<file path="src/rtl/program_loader.sv">
// program_loader: byte-stream boot loader for the pipelined CPU.
// Accepts command/data bytes over a valid/ready handshake, assembles
// big-endian words and writes them into program or data memory, and holds
// the CPU in reset (cpu_rstn) until a 'G' command arrives.
// Ports:
//   clk, rstn            clock, synchronous active-low reset
//   byte_valid/data      upstream byte stream
//   byte_ready           loader accepts a byte this cycle
//   pm_write_*           program memory load port (byte address, word aligned)
//   dm_write_*           data memory load port (word address)
//   cpu_rstn             active-low reset to the CPU
//   busy                 loader not idle
//   error                sticky unknown-command flag
module program_loader #(
  parameter int BITS     = 32,
  parameter int PM_DEPTH = 256,
  parameter int DM_DEPTH = 256
) (
  input  logic                          clk,
  input  logic                          rstn,
  input  logic                          byte_valid,
  input  logic [7:0]                    byte_data,
  output logic                          byte_ready,
  output logic                          pm_write_en,
  output logic [$clog2(PM_DEPTH)+1:0]   pm_write_address,
  output logic [BITS-1:0]               pm_data_in,
  output logic                          dm_write_en,
  output logic [$clog2(DM_DEPTH)-1:0]   dm_write_address,
  output logic [BITS-1:0]               dm_data_in_load,
  output logic                          cpu_rstn,
  output logic                          busy,
  output logic                          error
);

  localparam int PAW = $clog2(PM_DEPTH);
  localparam int DAW = $clog2(DM_DEPTH);
  localparam int WAW = (PAW > DAW) ? PAW : DAW;

  typedef enum logic [2:0] {
    S_IDLE, S_CNT_HI, S_CNT_LO, S_DATA, S_WRITE
  } state_t;

  state_t           state_q, state_d;
  logic             tgt_dm_q, tgt_dm_d;
  logic [15:0]      cnt_q, cnt_d;
  logic [1:0]       bcnt_q, bcnt_d;
  logic [BITS-1:0]  word_q, word_d;
  logic [WAW-1:0]   waddr_q, waddr_d;
  logic             rdy_q, rdy_d;
  logic             pm_we_q, pm_we_d;
  logic [PAW+1:0]   pm_addr_q, pm_addr_d;
  logic [BITS-1:0]  pm_data_q, pm_data_d;
  logic             dm_we_q, dm_we_d;
  logic [DAW-1:0]   dm_addr_q, dm_addr_d;
  logic [BITS-1:0]  dm_data_q, dm_data_d;
  logic             cpu_rstn_q, cpu_rstn_d;
  logic             busy_q, busy_d;
  logic             err_q, err_d;

  logic             accept;
  logic [BITS-1:0]  word_next;
  logic [15:0]      cnt_dec;
  logic [WAW-1:0]   waddr_last;

  assign accept     = byte_valid && rdy_q;
  assign word_next  = {word_q[BITS-9:0], byte_data};
  assign cnt_dec    = cnt_q - 16'd1;
  assign waddr_last = tgt_dm_q ? WAW'(DM_DEPTH - 1) : WAW'(PM_DEPTH - 1);

  always_comb begin
    state_d    = state_q;
    tgt_dm_d   = tgt_dm_q;
    cnt_d      = cnt_q;
    bcnt_d     = bcnt_q;
    word_d     = word_q;
    waddr_d    = waddr_q;
    pm_we_d    = 1'b0;
    pm_addr_d  = pm_addr_q;
    pm_data_d  = pm_data_q;
    dm_we_d    = 1'b0;
    dm_addr_d  = dm_addr_q;
    dm_data_d  = dm_data_q;
    cpu_rstn_d = cpu_rstn_q;
    err_d      = err_q;

    case (state_q)
      S_IDLE: begin
        if (accept) begin
          case (byte_data)
            8'h50, 8'h44: begin
              tgt_dm_d   = (byte_data == 8'h44);
              cpu_rstn_d = 1'b0;
              waddr_d    = '0;
              state_d    = S_CNT_HI;
            end
            8'h47:   cpu_rstn_d = 1'b1;
            8'h48:   cpu_rstn_d = 1'b0;
            default: err_d      = 1'b1;
          endcase
        end
      end
      S_CNT_HI: begin
        if (accept) begin
          cnt_d   = {byte_data, cnt_q[7:0]};
          state_d = S_CNT_LO;
        end
      end
      S_CNT_LO: begin
        if (accept) begin
          cnt_d   = {cnt_q[15:8], byte_data};
          bcnt_d  = '0;
          state_d = ({cnt_q[15:8], byte_data} == 16'd0) ? S_IDLE : S_DATA;
        end
      end
      S_DATA: begin
        if (accept) begin
          word_d = word_next;
          if (bcnt_q == 2'd3) begin
            // Strobe, address and data are registered on the same edge that
            // accepts the last byte, so they are valid throughout WRITE.
            bcnt_d  = '0;
            state_d = S_WRITE;
            if (tgt_dm_q) begin
              dm_we_d   = 1'b1;
              dm_addr_d = waddr_q[DAW-1:0];
              dm_data_d = word_next;
            end else begin
              pm_we_d   = 1'b1;
              pm_addr_d = {waddr_q[PAW-1:0], 2'b00};
              pm_data_d = word_next;
            end
          end else begin
            bcnt_d = bcnt_q + 2'd1;
          end
        end
      end
      S_WRITE: begin
        cnt_d   = cnt_dec;
        waddr_d = (waddr_q == waddr_last) ? '0 : waddr_q + WAW'(1);
        state_d = (cnt_dec != 16'd0) ? S_DATA : S_IDLE;
      end
      default: state_d = S_IDLE;
    endcase

    rdy_d  = (state_d != S_WRITE);
    busy_d = (state_d != S_IDLE);
  end

  always_ff @(posedge clk) begin
    if (!rstn) begin
      state_q    <= S_IDLE;
      tgt_dm_q   <= 1'b0;
      cnt_q      <= '0;
      bcnt_q     <= '0;
      word_q     <= '0;
      waddr_q    <= '0;
      rdy_q      <= 1'b0;
      pm_we_q    <= 1'b0;
      pm_addr_q  <= '0;
      pm_data_q  <= '0;
      dm_we_q    <= 1'b0;
      dm_addr_q  <= '0;
      dm_data_q  <= '0;
      cpu_rstn_q <= 1'b0;
      busy_q     <= 1'b0;
      err_q      <= 1'b0;
    end else begin
      state_q    <= state_d;
      tgt_dm_q   <= tgt_dm_d;
      cnt_q      <= cnt_d;
      bcnt_q     <= bcnt_d;
      word_q     <= word_d;
      waddr_q    <= waddr_d;
      rdy_q      <= rdy_d;
      pm_we_q    <= pm_we_d;
      pm_addr_q  <= pm_addr_d;
      pm_data_q  <= pm_data_d;
      dm_we_q    <= dm_we_d;
      dm_addr_q  <= dm_addr_d;
      dm_data_q  <= dm_data_d;
      cpu_rstn_q <= cpu_rstn_d;
      busy_q     <= busy_d;
      err_q      <= err_d;
    end
  end

  assign byte_ready       = rdy_q;
  assign pm_write_en      = pm_we_q;
  assign pm_write_address = pm_addr_q;
  assign pm_data_in       = pm_data_q;
  assign dm_write_en      = dm_we_q;
  assign dm_write_address = dm_addr_q;
  assign dm_data_in_load  = dm_data_q;
  assign cpu_rstn         = cpu_rstn_q;
  assign busy             = busy_q;
  assign error            = err_q;

endmodule

</file>
<file path="config.mk">
export PLATFORM = sky130hd
export DESIGN_NAME = program_loader
export DESIGN_NICKNAME = d
export VERILOG_FILES = /design/src/rtl/program_loader.sv
export SDC_FILE = /design/constraint.sdc
export NUM_CORES = 1
export LEC_CHECK = 0
export BUFFER_PORTS_ARGS = -buffer_cell sky130_fd_sc_hd__buf_2
export CAP_MARGIN = 10
export CORE_MARGIN = 5
export CORE_UTILIZATION = 50
export DETAILED_ROUTE_END_ITERATION = 8
export HOLD_SLACK_MARGIN = 0.06
export PLACE_DENSITY = 0.75
export SLEW_MARGIN = 20
export SYNTH_ARGS = -nofsm -noshare
export SYNTH_HDL_FRONTEND = slang
export SYNTH_SLANG_ARGS = --single-unit
</file>
<file path="constraint.sdc">
create_clock -name clk -period 1.85 [get_ports clk]
set_input_delay 0.185 -clock clk [delete_from_list [all_inputs] [get_ports clk]]
set_output_delay 0.185 -clock clk [all_outputs]
set_load 0.05 [all_outputs]
</file>
# Word-level counts from Yosys, hierarchy flattened
# Index checks and enable logic that the tools add are counted.
dict set report totals {
  reg_bits 140
  latchBits 0
  ramBits 0
  mem_bits_ro 0
  output_inout_bits 88
  memories 0
}
dict set report op_classes {
  add_sub_neg 3
  mul 0
  n_div 0
  order_cmp 0
  n_eq_ne 16
  shift 0
  muxes 23
  bitwise 4
  reduce_logical 24
}
# cell count
set ops {}
lappend ops {{$pmux W16 S3} 1}
lappend ops {{$eq A8 B7 Y1 const B} 4}
lappend ops {{$mux W8} 4}
lappend ops {{$reduce_and A3 Y1} 7}
lappend ops {{$mux W3} 6}
lappend ops {{$logic_not A16 Y1} 1}
lappend ops {{$mux W16} 1}
lappend ops {{$pmux W8 S2} 1}
lappend ops {{$reduce_bool A16 Y1} 1}
lappend ops {{$sub A16 B1 Y16 const B} 1}
lappend ops {{$pmux W3 S5} 1}
lappend ops {{$reduce_and A4 Y1} 3}
lappend ops {{$mux W2} 5}
lappend ops {{$reduce_bool A2 Y1} 5}
lappend ops {{$add A8 B1 Y8 const B} 1}
lappend ops {{$eq A8 B8 Y1 const B} 1}
lappend ops {{$ne A2 B2 Y1 const B} 4}
lappend ops {{$eq A3 B2 Y1 const B} 2}
lappend ops {{$not A1 Y1} 4}
lappend ops {{$pmux W2 S2} 1}
lappend ops {{$reduce_or A4 Y1} 1}
lappend ops {{$eq A3 B1 Y1 const B} 1}
lappend ops {{$eq A3 B3 Y1 const B} 1}
lappend ops {{$logic_not A3 Y1} 1}
lappend ops {{11 further kinds} 12}

# Depth between registers and ports, before layout
# Gate-level depths: netlist of run 1.
dict set report logic_depth {
  word_depth 6
  ltp_mapped 9
  ltp_nobuf 8
}

# Worst setup path after synthesis of run 1
# OpenSTA, ideal clock, no wires.
dict set report synth_path {
  path_type {register -> register}
  start {register rdy_q (netlist: byte_ready)}
  end {register dm_data_q[29] (netlist: dm_data_in_load[29])}
  arrival_ps 1981
  required_time_ps 1779
  setup_slack_ps -202
  stages_incl_launch_ff 9
  n_path_buf 3
  period_less_slack_ps 2052
  cell_sequence {dfxtp_1 > nand2_1 > nor2_1 > buf_2 > and3_1 > clkbuf_1 > clkbuf_1 > nand2_1 > a21oi_1}
}
dict set report synth_between {
  elab_chain_cells 2
}
# item line_no
set synth_rtl {}
lappend synth_rtl {{start: declaration} 49} ;# logic rdy_q, rdy_d;
lappend synth_rtl {{start signal: assignment} 174} ;# rdy_q <= rdy_d;
lappend synth_rtl {{$logic_and A1 B1 Y1} 65} ;# assign accept = byte_valid && rdy_q;
lappend synth_rtl {{$reduce_and A4 Y1 (no source line)} --}
lappend synth_rtl {{end signal: assignment} 180} ;# dm_data_q <= dm_data_d;
lappend synth_rtl {{end: declaration} 55} ;# logic [BITS-1:0] dm_data_q, dm_data_d;
# No other way between the ends.
# A chain may end at the register's enable or synchronous reset.

# Worst setup path after layout of run 1
dict set report layout_path {
  start {register cnt_q[2]}
  end {register busy_q (netlist: busy)}
}
dict set report layout_between {
  elab_chain_cells 5
}
# item line_no
set layout_rtl {}
lappend layout_rtl {{start: declaration} 45} ;# logic [15:0] cnt_q, cnt_d;
lappend layout_rtl {{start signal: assignment} 170} ;# cnt_q <= cnt_d;
lappend layout_rtl {{$sub A16 B1 Y16} 67} ;# assign cnt_dec = cnt_q - 16'd1;
lappend layout_rtl {{$reduce_bool A16 Y1} 140} ;# state_d = (cnt_dec != 16'd0) ? S_DATA : S_IDLE;
lappend layout_rtl {{$mux W2} 140}
lappend layout_rtl {{$pmux W3 S5} 86} ;# case (state_q)
lappend layout_rtl {{$reduce_bool A3 Y1} 146} ;# busy_d = (state_d != S_IDLE);
lappend layout_rtl {{end signal: assignment} 182} ;# busy_q <= busy_d;
lappend layout_rtl {{end: declaration} 57} ;# logic busy_q, busy_d;
# No other way between the ends.

==> results.json, run 1 <==
{
  "synth_xor_xnor_area_share_pct": 0.760,
  "ir_worst_vdd_uv": 677,
  "ys_seq_elements": 140,
  "viasPerCell": 5.61,
  "cts_num_sinks": 140,
  "die_w_um": 117,
  "synthTopCellsByCount": "nand2_1, dfxtp_1, a21oi_1",
  "cp_slowest_stage_delay_ns": 0.58,
  "p_leak_nw": 2.92,
  "drv_slew": 0,
  "final_cell_area_sq_mm": 0.00735,
  "grt_pass1_vias": 5340,
  "num_io_pins": 99,
  "rows": 39,
  "postPlaceCellArea_sq_mm": 0.00662,
  "tightest_slew_ns": 0.508,
  "slew_headroom_pct": 66.1,
  "synth-edff-count": 0,
  "outcome": "finished, final reports clean",
  "overflow": 0,
  "finalCriticalPeriod_ns": 1.82,
  "drcViolationCount": 0,
  "synth.area.mux_share_pct": 0.195,
  "final_antenna_net_count": 0,
  "fmax_mhz": 550,
  "wl_per_cell_um": 15.8,
  "die_height_um": 117,
  "start_kind": "flop",
  "cts-root-buf": "clkbuf_16",
  "numCtsBuffers": 17,
  "grt_antenna_before_repair": 0,
  "yosysWarningCount": 0,
  "antenna_cells": 0,
  "synthToLayoutAreaGrowth_pct": 27.6,
  "grt_pass1_wl_um": 26400,
  "avgSynthCellArea_sq_um": 7.66,
  "core_sq_mm": 0.0114,
  "ctsHtreeMaxLevel": 4,
  "synthArstFlopShare_pct": 0,
  "worst_setup_path_end_kind": "flop",
  "grt_max_degree": 46,
  "synth.yosys.seq_area_share_pct": 48.7,
  "arrival_ns": 2.12,
  "maxCapViolations": 0,
  "crit_path_top_delay_cell": "or4_4",
  "synth_compound_area_share_pct": 19.1,
  "crit_required_ns": 2.15,
  "drt-total-wl_um": 16200,
  "ys_types": 59,
  "drtIter0Drc": 538,
  "finalSetupViolCount": 0,
  "synth_cells": 752,
  "worst-setup-path-type": "flop to flop",
  "start_util_pct": 50.7,
  "yosysMostFrequentCell": "nand2_1",
  "num_vias": 5727,
  "crit_end": "busy",
  "path_cells": "or4_4 -> o31ai_2 -> nand4_1 -> nor2_2 -> o22ai_1",
  "die_area_sq_mm": 0.0138,
  "drive_gt1_share_pct": 24.6,
  "topRoutingLayerUsed": "met4",
  "whs_path_depth": 3,
  "nets": 880,
  "r2r-end": "busy",
  "startpoint": "cnt_q[2]",
  "hp-class": "primary input to flop",
  "hpwl_um": 11000,
  "synth_top_area_share_pct": 48.7,
  "clk_pin_slew_worst_paths_ns": 0.06,
  "post-route-util_pct": 64.7,
  "synth.area.top_cells": "dfxtp_1, nand2_1, a21oi_1",
  "r2r_start": "cnt_q[2]",
  "synthesis.area_sq_mm": 0.00576,
  "grt_usage_pct": 23.0,
  "ys.flop_type": "dfxtp_1",
  "path_max_fanout": 3,
  "port_buffers": 96,
  "period_share_pct": 98.3,
  "clockBufferDepth": 2,
  "fin_skew_ns": 0.00517,
  "r2r_slack_ns": 0.03,
  "rsz0062_at_grt": "true",
  "globalplace.congestion": 0.909,
  "synth.largest_area_cell": "dfxtp_1",
  "drt-pass1-iter-count": 8,
  "drt-met1-wl_um": 6980,
  "fin_hold_ws_ns": 0.115,
  "hold_viol_final": 0,
  "synthAdderAreaFrac_pct": 0.869,
  "synth_top_family_by_area": "simple AND/OR/NAND/NOR gates",
  "p_per_area_mw_per_mm2": 906,
  "r2r_cells": 5,
  "wl_met2_um": 7520,
  "synth-simple-area-share_pct": 25.5,
  "wl_met3_um": 1330,
  "clock_latency_ns": 0.42,
  "cts_tree": "yes"
}
## worst min path at each step
stage	from	slack (ns)	endpoint
6_report	rstn	0.12	cnt_q[0]
2_1_floorplan	byte_data[0]	0.32	word_q[0]
4_1_cts	rstn	0.1	cnt_q[13]
3_3_place_gp	pm_data_in[31]	0.44	pm_data_in[31]
5_1_grt	rstn	0.10	waddr_q[7]
3_5_place_dp	dm_data_in_load[14]	0.45	dm_data_in_load[14]
## registers in the layout, indices dropped and copies added (netlist names)
name              flops
pm_data_in           32
cpu_rstn              1
error                 1
dm_data_in_load      32
state_q               3
word_q               24
bcnt_q                2
dm_write_address      8
byte_ready            1
busy                  1
pm_write_en           1
cnt_q                16
tgt_dm_q              1
pm_write_address      8
dm_write_en           1
waddr_q               8
## power by group
group | internal, mW | switching (mW) | total [mW]
Sequential | 3.02 | 0.00293 | 3.02
Combinational | 0.0492 | 0.124 | 0.173
Clock | 2.22 | 1.25 | 3.47
Total | 5.29 | 1.38 | 6.66
## critical path: cells and delay by family, from the launching register on
kind            cells  cell delay [ns]
flops               1             0.34
simple gates        3             0.97
compound gates      2             0.39
## repair_timing
item	CTS	global route
setup buffers	0	5
cloned	0	1
gates resized for setup	1	18
pin swaps	0	8
hold buffers	0	0
setup endpoints to repair	1	46
## metrics by stage
stage / worst slack [ns] / setup TNS, ns / power, mW / instances
floorplan: 0.00461 / 0 / 3.19 / 753
global placement: -0.109 / -0.632 / 3.26 / 983
detailed placement: -0.122 / -0.766 / 3.26 / 983
CTS: 0.0143 / 0 / 6.70 / 1014
global route: -0.0717 / -0.105 / 6.86 / 1020
finish: 0.0321 / 0 / 6.66 / 1020
## layout make-up
class,count,area [sq um]
inverter,5,21.3
clock buffer,21,470
fill,952,4020
clock inverter,10,139
multi-input combinational,550,2770
tap,143,179
sequential,140,2810
timing repair buffer,151,968
## cell families (layout without fill, tap and decap cells)
kind of cell | count (synthesis) | count (layout)
and+or+nand+nor | 342 | 342
AOI/OAI and AO/OA | 196 | 196
DFF | 140 | 140
buffers and inverters | 63 | 187
xor gates and xnor gates | 5 | 5
adders and majority gates | 4 | 4
other | 1 | 2
muxes | 1 | 1
## layer usage
metal / vias to the layer above / GRT usage, %
met2: 226 / 36.4
li1: 2785 / -
met5: - / 0
met3: 30 / 6.50
met4: 0 / 7.54
met1: 2686 / 30.4
## cells in the final DEF, fill, tap and decap left out, types with 4 or more instances in the layout
master and n:
a211oi_1 6, a21oi_1 135, nor4_1 6, buf_2 96, and3_1 6, buf_12 6
buf_4 49, nand4_1 5, nand3_1 9, inv_1 4, nor2_1 45, dfxtp_1 138
nor3_1 8, o21ai_0 21, clkbuf_16 17, nand2_1 226, or2_2 5, a31oi_1 5
(Power assumes the default switching activity.)
==> run 2, diff against run 1 <==
--- a/config.mk
+++ b/config.mk
@@ -12,6 +12,7 @@
 export DETAILED_ROUTE_END_ITERATION = 8
 export HOLD_SLACK_MARGIN = 0.06
 export PLACE_DENSITY = 0.75
+export SETUP_SLACK_MARGIN = 0.1
 export SLEW_MARGIN = 20
 export SYNTH_ARGS = -nofsm -noshare
 export SYNTH_HDL_FRONTEND = slang
==> run 2 against run 1 <==
Compared with the run above:
- combinational power fell by 6%
- setup slack improved by 0.0036 ns
- global-route usage rose by 0.12 points
- sequential share of layout area rose by 0.079 points
- utilization barely moved
- sequential cell count did not move
- wire length fell by 0.17%
- final area barely moved
- critical endpoint unchanged
==> results.json, run 2 (synthesized netlist as in run 1, its figures left out) <==
{
  "crit_path_top_delay_cell": "dfxtp_1",
  "start_util_pct": 50.7,
  "ir_worst_vdd_uv": 852,
  "grt_pass1_vias": 5363,
  "path_cells": "nor4_1 -> buf_4 -> nand4_1 -> xor2_2 -> nand4_1 -> nor2_2 -> o22ai_1",
  "clk_pin_slew_worst_paths_ns": 0.05,
  "arrival_ns": 2.11,
  "hold_viol_final": 0,
  "synthToLayoutAreaGrowth_pct": 27.7,
  "cts_tree": "yes",
  "whs_path_depth": 3,
  "r2r-end": "busy",
  "fmax_mhz": 551,
  "rsz0062_at_grt": "true",
  "grt_pass1_wl_um": 26500,
  "core_sq_mm": 0.0114,
  "timing.setup.tns_ns": 0,
  "post-place-cells": 988,
  "finalCriticalPeriod_ns": 1.81,
  "crit_required_ns": 2.14,
  "numCtsBuffers": 17,
  "dp_slack_ns": -0.0279,
  "layout_common_cells": "nand2_1, a21oi_1, dfxtp_1",
  "cts_num_sinks": 140,
  "worst_setup_path_end_kind": "flop",
  "fin_skew_ns": 0.00430,
  "grt_max_degree": 69,
  "num_vias": 5678,
  "post-route-util_pct": 64.7,
  "drt-total-wl_um": 16100,
  "port_buffers": 96,
  "hpwl_um": 11000,
  "path_max_fanout": 6,
  "globalplace.congestion": 0.875,
  "viasPerCell": 5.53,
  "drive_gt1_share_pct": 25.3,
  "start_kind": "flop",
  "die_w_um": 117,
  "nets": 885,
  "critPathBufInv": 1,
  "drtIter0Drc": 579,
  "p_leak_nw": 2.91,
  "multi_input_area_sq_mm": 0.00279,
  "layout_setup_ws_ns": 0.0357,
  "fill_cells": 995,
  "overflow": 0,
  "final_antenna_net_count": 0,
  "antenna_cells": 0,
  "rows": 39,
  "drt-pass1-iter-count": 5,
  "final_common_cell": "nand2_1",
  "final_cells": 1026,
  "cts-root-buf": "clkbuf_16",
  "cp_slowest_stage_delay_ns": 0.37,
  "crit_top_cell": "nand4_1",
  "r2r_cells": 7,
  "clock_latency_ns": 0.42,
  "p_per_area_mw_per_mm2": 878,
  "finalSetupViolCount": 0,
  "clockBufferDepth": 2,
  "r2r_start": "cnt_q[8]",
  "min_from": "rstn",
  "maxCapViolations": 0,
  "fin_hold_ws_ns": 0.104,
  "grt_antenna_before_repair": 0,
  "grt_usage_pct": 23.1,
  "min_to": "cnt_q[0]",
  "critPathTopFamily": "simple AND/OR/NAND/NOR gates",
  "r2r_slack_ns": 0.04,
  "drcViolationCount": 0,
  "ctsHtreeMaxLevel": 4,
  "worst-setup-path-type": "flop to flop",
  "hold_buffers": 0,
  "layout.area.seq_sq_mm": 0.00281,
  "die_height_um": 117,
  "hp-class": "primary input to flop",
  "period_share_pct": 98.1,
  "wl_per_cell_um": 15.7,
  "drv_slew": 0,
  "outcome": "finished, final reports clean",
  "die_area_sq_mm": 0.0138,
  "num_io_pins": 99
}
run 2: repair_timing:
action                                 4_1_cts  5_1_grt
setup buffers                                3        3
setup endpoints to repair                   26       87
pin swaps                                    4        7
cloned                                       0        0
endpoints found under the hold margin        0        0
resized for setup                            3       18
run 2: worst register-to-register path: stages, from the launching register on:
cell	delay, ns
dfxtp_1	0.37
nor4_1	0.31
buf_4	0.18
nand4_1	0.16
xor2_2	0.21
nand4_1	0.18
nor2_2	0.17
o22ai_1	0.10
run 2: worst max-delay path by stage:
| stage | from | endpoint | slack, ns | cells after the start |
|---|---|---|---|---|
| 6_report | cnt_q[8] | busy | 0.04 | 7 |
| 5_1_grt | cnt_q[8] | busy | -0.02 | 7 |
| 4_1_cts | cnt_q[5] | busy | 0.06 | 7 |
| 3_5_place_dp | byte_data[0] | waddr_q[3] | -0.03 | 8 |
| 3_3_place_gp | byte_data[0] | waddr_q[6] | -0.009 | 8 |
| 2_1_floorplan | waddr_q[1] | waddr_q[3] | 0.11 | 6 |
run 2: layout make-up:
cell class                 count  area share (%)
tap                          143            2.43
inverter                       5           0.289
sequential                   140            38.3
clock inverter                 6            1.17
clock buffer                  26            6.52
timing repair buffer         156            13.4
multi-input combinational    550            37.9
run 2: metal layers:
| metal | share of wire (%) | GRT usage (%) | vias to the layer above |
|---|---|---|---|
| li1 | - | - | 2780 |
| met1 | 45 | 30.4 | 2682 |
| met2 | 47 | 36.4 | 187 |
| met3 | 6.6 | 6.64 | 29 |
| met4 | 1.7 | 7.83 | 0 |
| met5 | 0 | 0 | - |
run 2: stage by stage:
stage	total power, mW	cell area (sq um)
5_1_grt	6.67	7350
2_1_floorplan	3.19	5810
6_report	6.46	7350
3_3_place_gp	3.24	6670
3_5_place_dp	3.25	6670
4_1_cts	6.49	7280
run 2: power breakdown:
group | internal [mW] | total [mW] | switching (mW)
clock network | 2.05 | 3.27 | 1.22
logic | 0.0427 | 0.163 | 0.120
registers | 3.02 | 3.02 | 0.00291
==> run 3, diff against run 2 <==
--- a/config.mk
+++ b/config.mk
@@ -11,7 +11,7 @@
 export CORE_UTILIZATION = 50
 export DETAILED_ROUTE_END_ITERATION = 8
 export HOLD_SLACK_MARGIN = 0.06
-export PLACE_DENSITY = 0.75
+export PLACE_DENSITY_LB_ADDON = 0.12
 export SETUP_SLACK_MARGIN = 0.1
 export SLEW_MARGIN = 20
 export SYNTH_ARGS = -nofsm -noshare
==> run 3 against run 2 <==
Compared with the run above:
- total power is 1.6% lower
- sequential share of layout area is 0.26 points lower
- clock skew is 0.00081 ns higher
- critical endpoint unchanged
- utilization is 0.56 points higher
- maximum frequency hardly changed
==> results.json, run 3 (synthesized netlist as in run 1, its figures left out) <==
{
  "cts_tree": "yes",
  "nets": 881,
  "min_to": "cnt_q[0]",
  "period_share_pct": 98.1,
  "finalCriticalPeriod_ns": 1.81,
  "worst_setup_path_end_kind": "flop",
  "die_height_um": 117,
  "whs_path_depth": 3,
  "cp_slowest_stage_delay_ns": 0.44,
  "overflow": 0,
  "crit_top_cell": "nand4_1",
  "antenna_cells": 0,
  "clock_latency_ns": 0.42,
  "path_max_fanout": 6,
  "globalplace.congestion": 0.930,
  "numCtsBuffers": 17,
  "drive_gt1_share_pct": 26.1,
  "p_per_area_mw_per_mm2": 857,
  "die_area_sq_mm": 0.0138,
  "grt_usage_pct": 23.0,
  "r2r_cells": 6,
  "timing.setup.tns_ns": 0,
  "cts-root-buf": "clkbuf_16",
  "maxCapViolations": 0,
  "hpwl_um": 11000,
  "start_util_pct": 50.7,
  "grt_antenna_before_repair": 0,
  "core_sq_mm": 0.0114,
  "drt-total-wl_um": 16700,
  "ir_worst_vdd_uv": 660,
  "crit_path_top_delay_cell": "nor4_4",
  "port_buffers": 96,
  "num_vias": 5747,
  "fin_hold_ws_ns": 0.106,
  "grt_pass1_vias": 5481,
  "r2r_slack_ns": 0.04,
  "rows": 39,
  "wl_per_cell_um": 16.4,
  "worst-setup-path-type": "flop to flop",
  "drt-pass1-iter-count": 5,
  "final_common_cell": "nand2_1",
  "arrival_ns": 2.11,
  "drv_slew": 0,
  "final_antenna_net_count": 0,
  "p_leak_nw": 2.93,
  "hp-class": "primary input to flop",
  "fill_cells": 993,
  "outcome": "finished, final reports clean",
  "drtIter0Drc": 515,
  "fmax_mhz": 551,
  "start_kind": "flop",
  "path_cells": "nor4_4 -> nand4_1 -> xor2_1 -> nand4_1 -> nor2_2 -> o22ai_2",
  "r2r_start": "cnt_q[8]",
  "clk_pin_slew_worst_paths_ns": 0.06,
  "layout_common_cells": "nand2_1, a21oi_1, dfxtp_1",
  "r2r-end": "busy",
  "layout_setup_ws_ns": 0.0352,
  "cts_num_sinks": 140,
  "die_w_um": 117,
  "min_from": "rstn",
  "num_io_pins": 99,
  "crit_required_ns": 2.15,
  "drcViolationCount": 0,
  "grt_pass1_wl_um": 26500,
  "clockBufferDepth": 2,
  "finalPower_mw": 6.36,
  "synthToLayoutAreaGrowth_pct": 28.8,
  "ctsHtreeMaxLevel": 4,
  "grt_max_degree": 68,
  "finalSetupViolCount": 0,
  "dp_slack_ns": -0.109,
  "viasPerCell": 5.62,
  "rsz0062_at_grt": "true",
  "hold_viol_final": 0,
  "fin_skew_ns": 0.00511
}
-- run 3: metal layers --
metal	global-route usage [%]	vias to the layer above	routed length [um]
li1	-	2784	-
met1	28.7	2742	7210
met2	38.1	189	8040
met3	5.20	32	1050
met4	9.43	0	447
met5	0	-	0
-- run 3: worst max-delay path: cells and delay by family (launching register included) --
kind | cells | cell delay, ns
AOI/OAI and AO/OA | 1 | 0.09
and+or+nand+nor | 4 | 0.98
DFF | 1 | 0.39
xor gates and xnor gates | 1 | 0.23
-- run 3: cell type report --
class	count	area, sq um	area share [%]
multi-input combinational	550	2850	38.4
sequential	140	2820	38.0
timing repair buffer	152	992	13.4
clock buffer	24	502	6.76
tap	143	179	2.41
clock inverter	8	57.6	0.776
inverter	5	21.3	0.287
-- run 3: stage by stage --
step / instance area [sq um] / instances / utilization [%]
after CTS: 7250 / 1016 / 63.7
after global routing: 7420 / 1022 / 65.2
final: 7420 / 1022 / 65.2
after global placement: 6620 / 982 / 58.2
after floorplan: 5810 / 753 / -
after detailed placement: 6620 / 982 / 58.2
-- run 3: power by group --
part           internal, mW  total, mW  switching (mW)
clock network          1.89       3.17            1.28
logic                0.0460      0.168           0.122
registers              3.01       3.02         0.00306
-- run 3: timing repair --
item | CTS | global route
resized for setup | 14 | 24
hold buffers | 0 | 0
gates cloned | 0 | 2
setup endpoints to repair | 42 | 89
buffers inserted | 2 | 6
pin swaps | 6 | 14
-- run 3: how the worst max path moves through the flow --
stage / end / cells after the start / start / slack [ns]
final: busy / 6 / cnt_q[8] / 0.04
after global routing: busy / 7 / cnt_q[4] / -0.11
after CTS: busy / 7 / cnt_q[5] / 0.06
after detailed placement: waddr_q[5] / 7 / byte_data[0] / -0.11
after global placement: waddr_q[6] / 7 / byte_data[0] / -0.07
after floorplan: waddr_q[3] / 6 / waddr_q[1] / 0.11
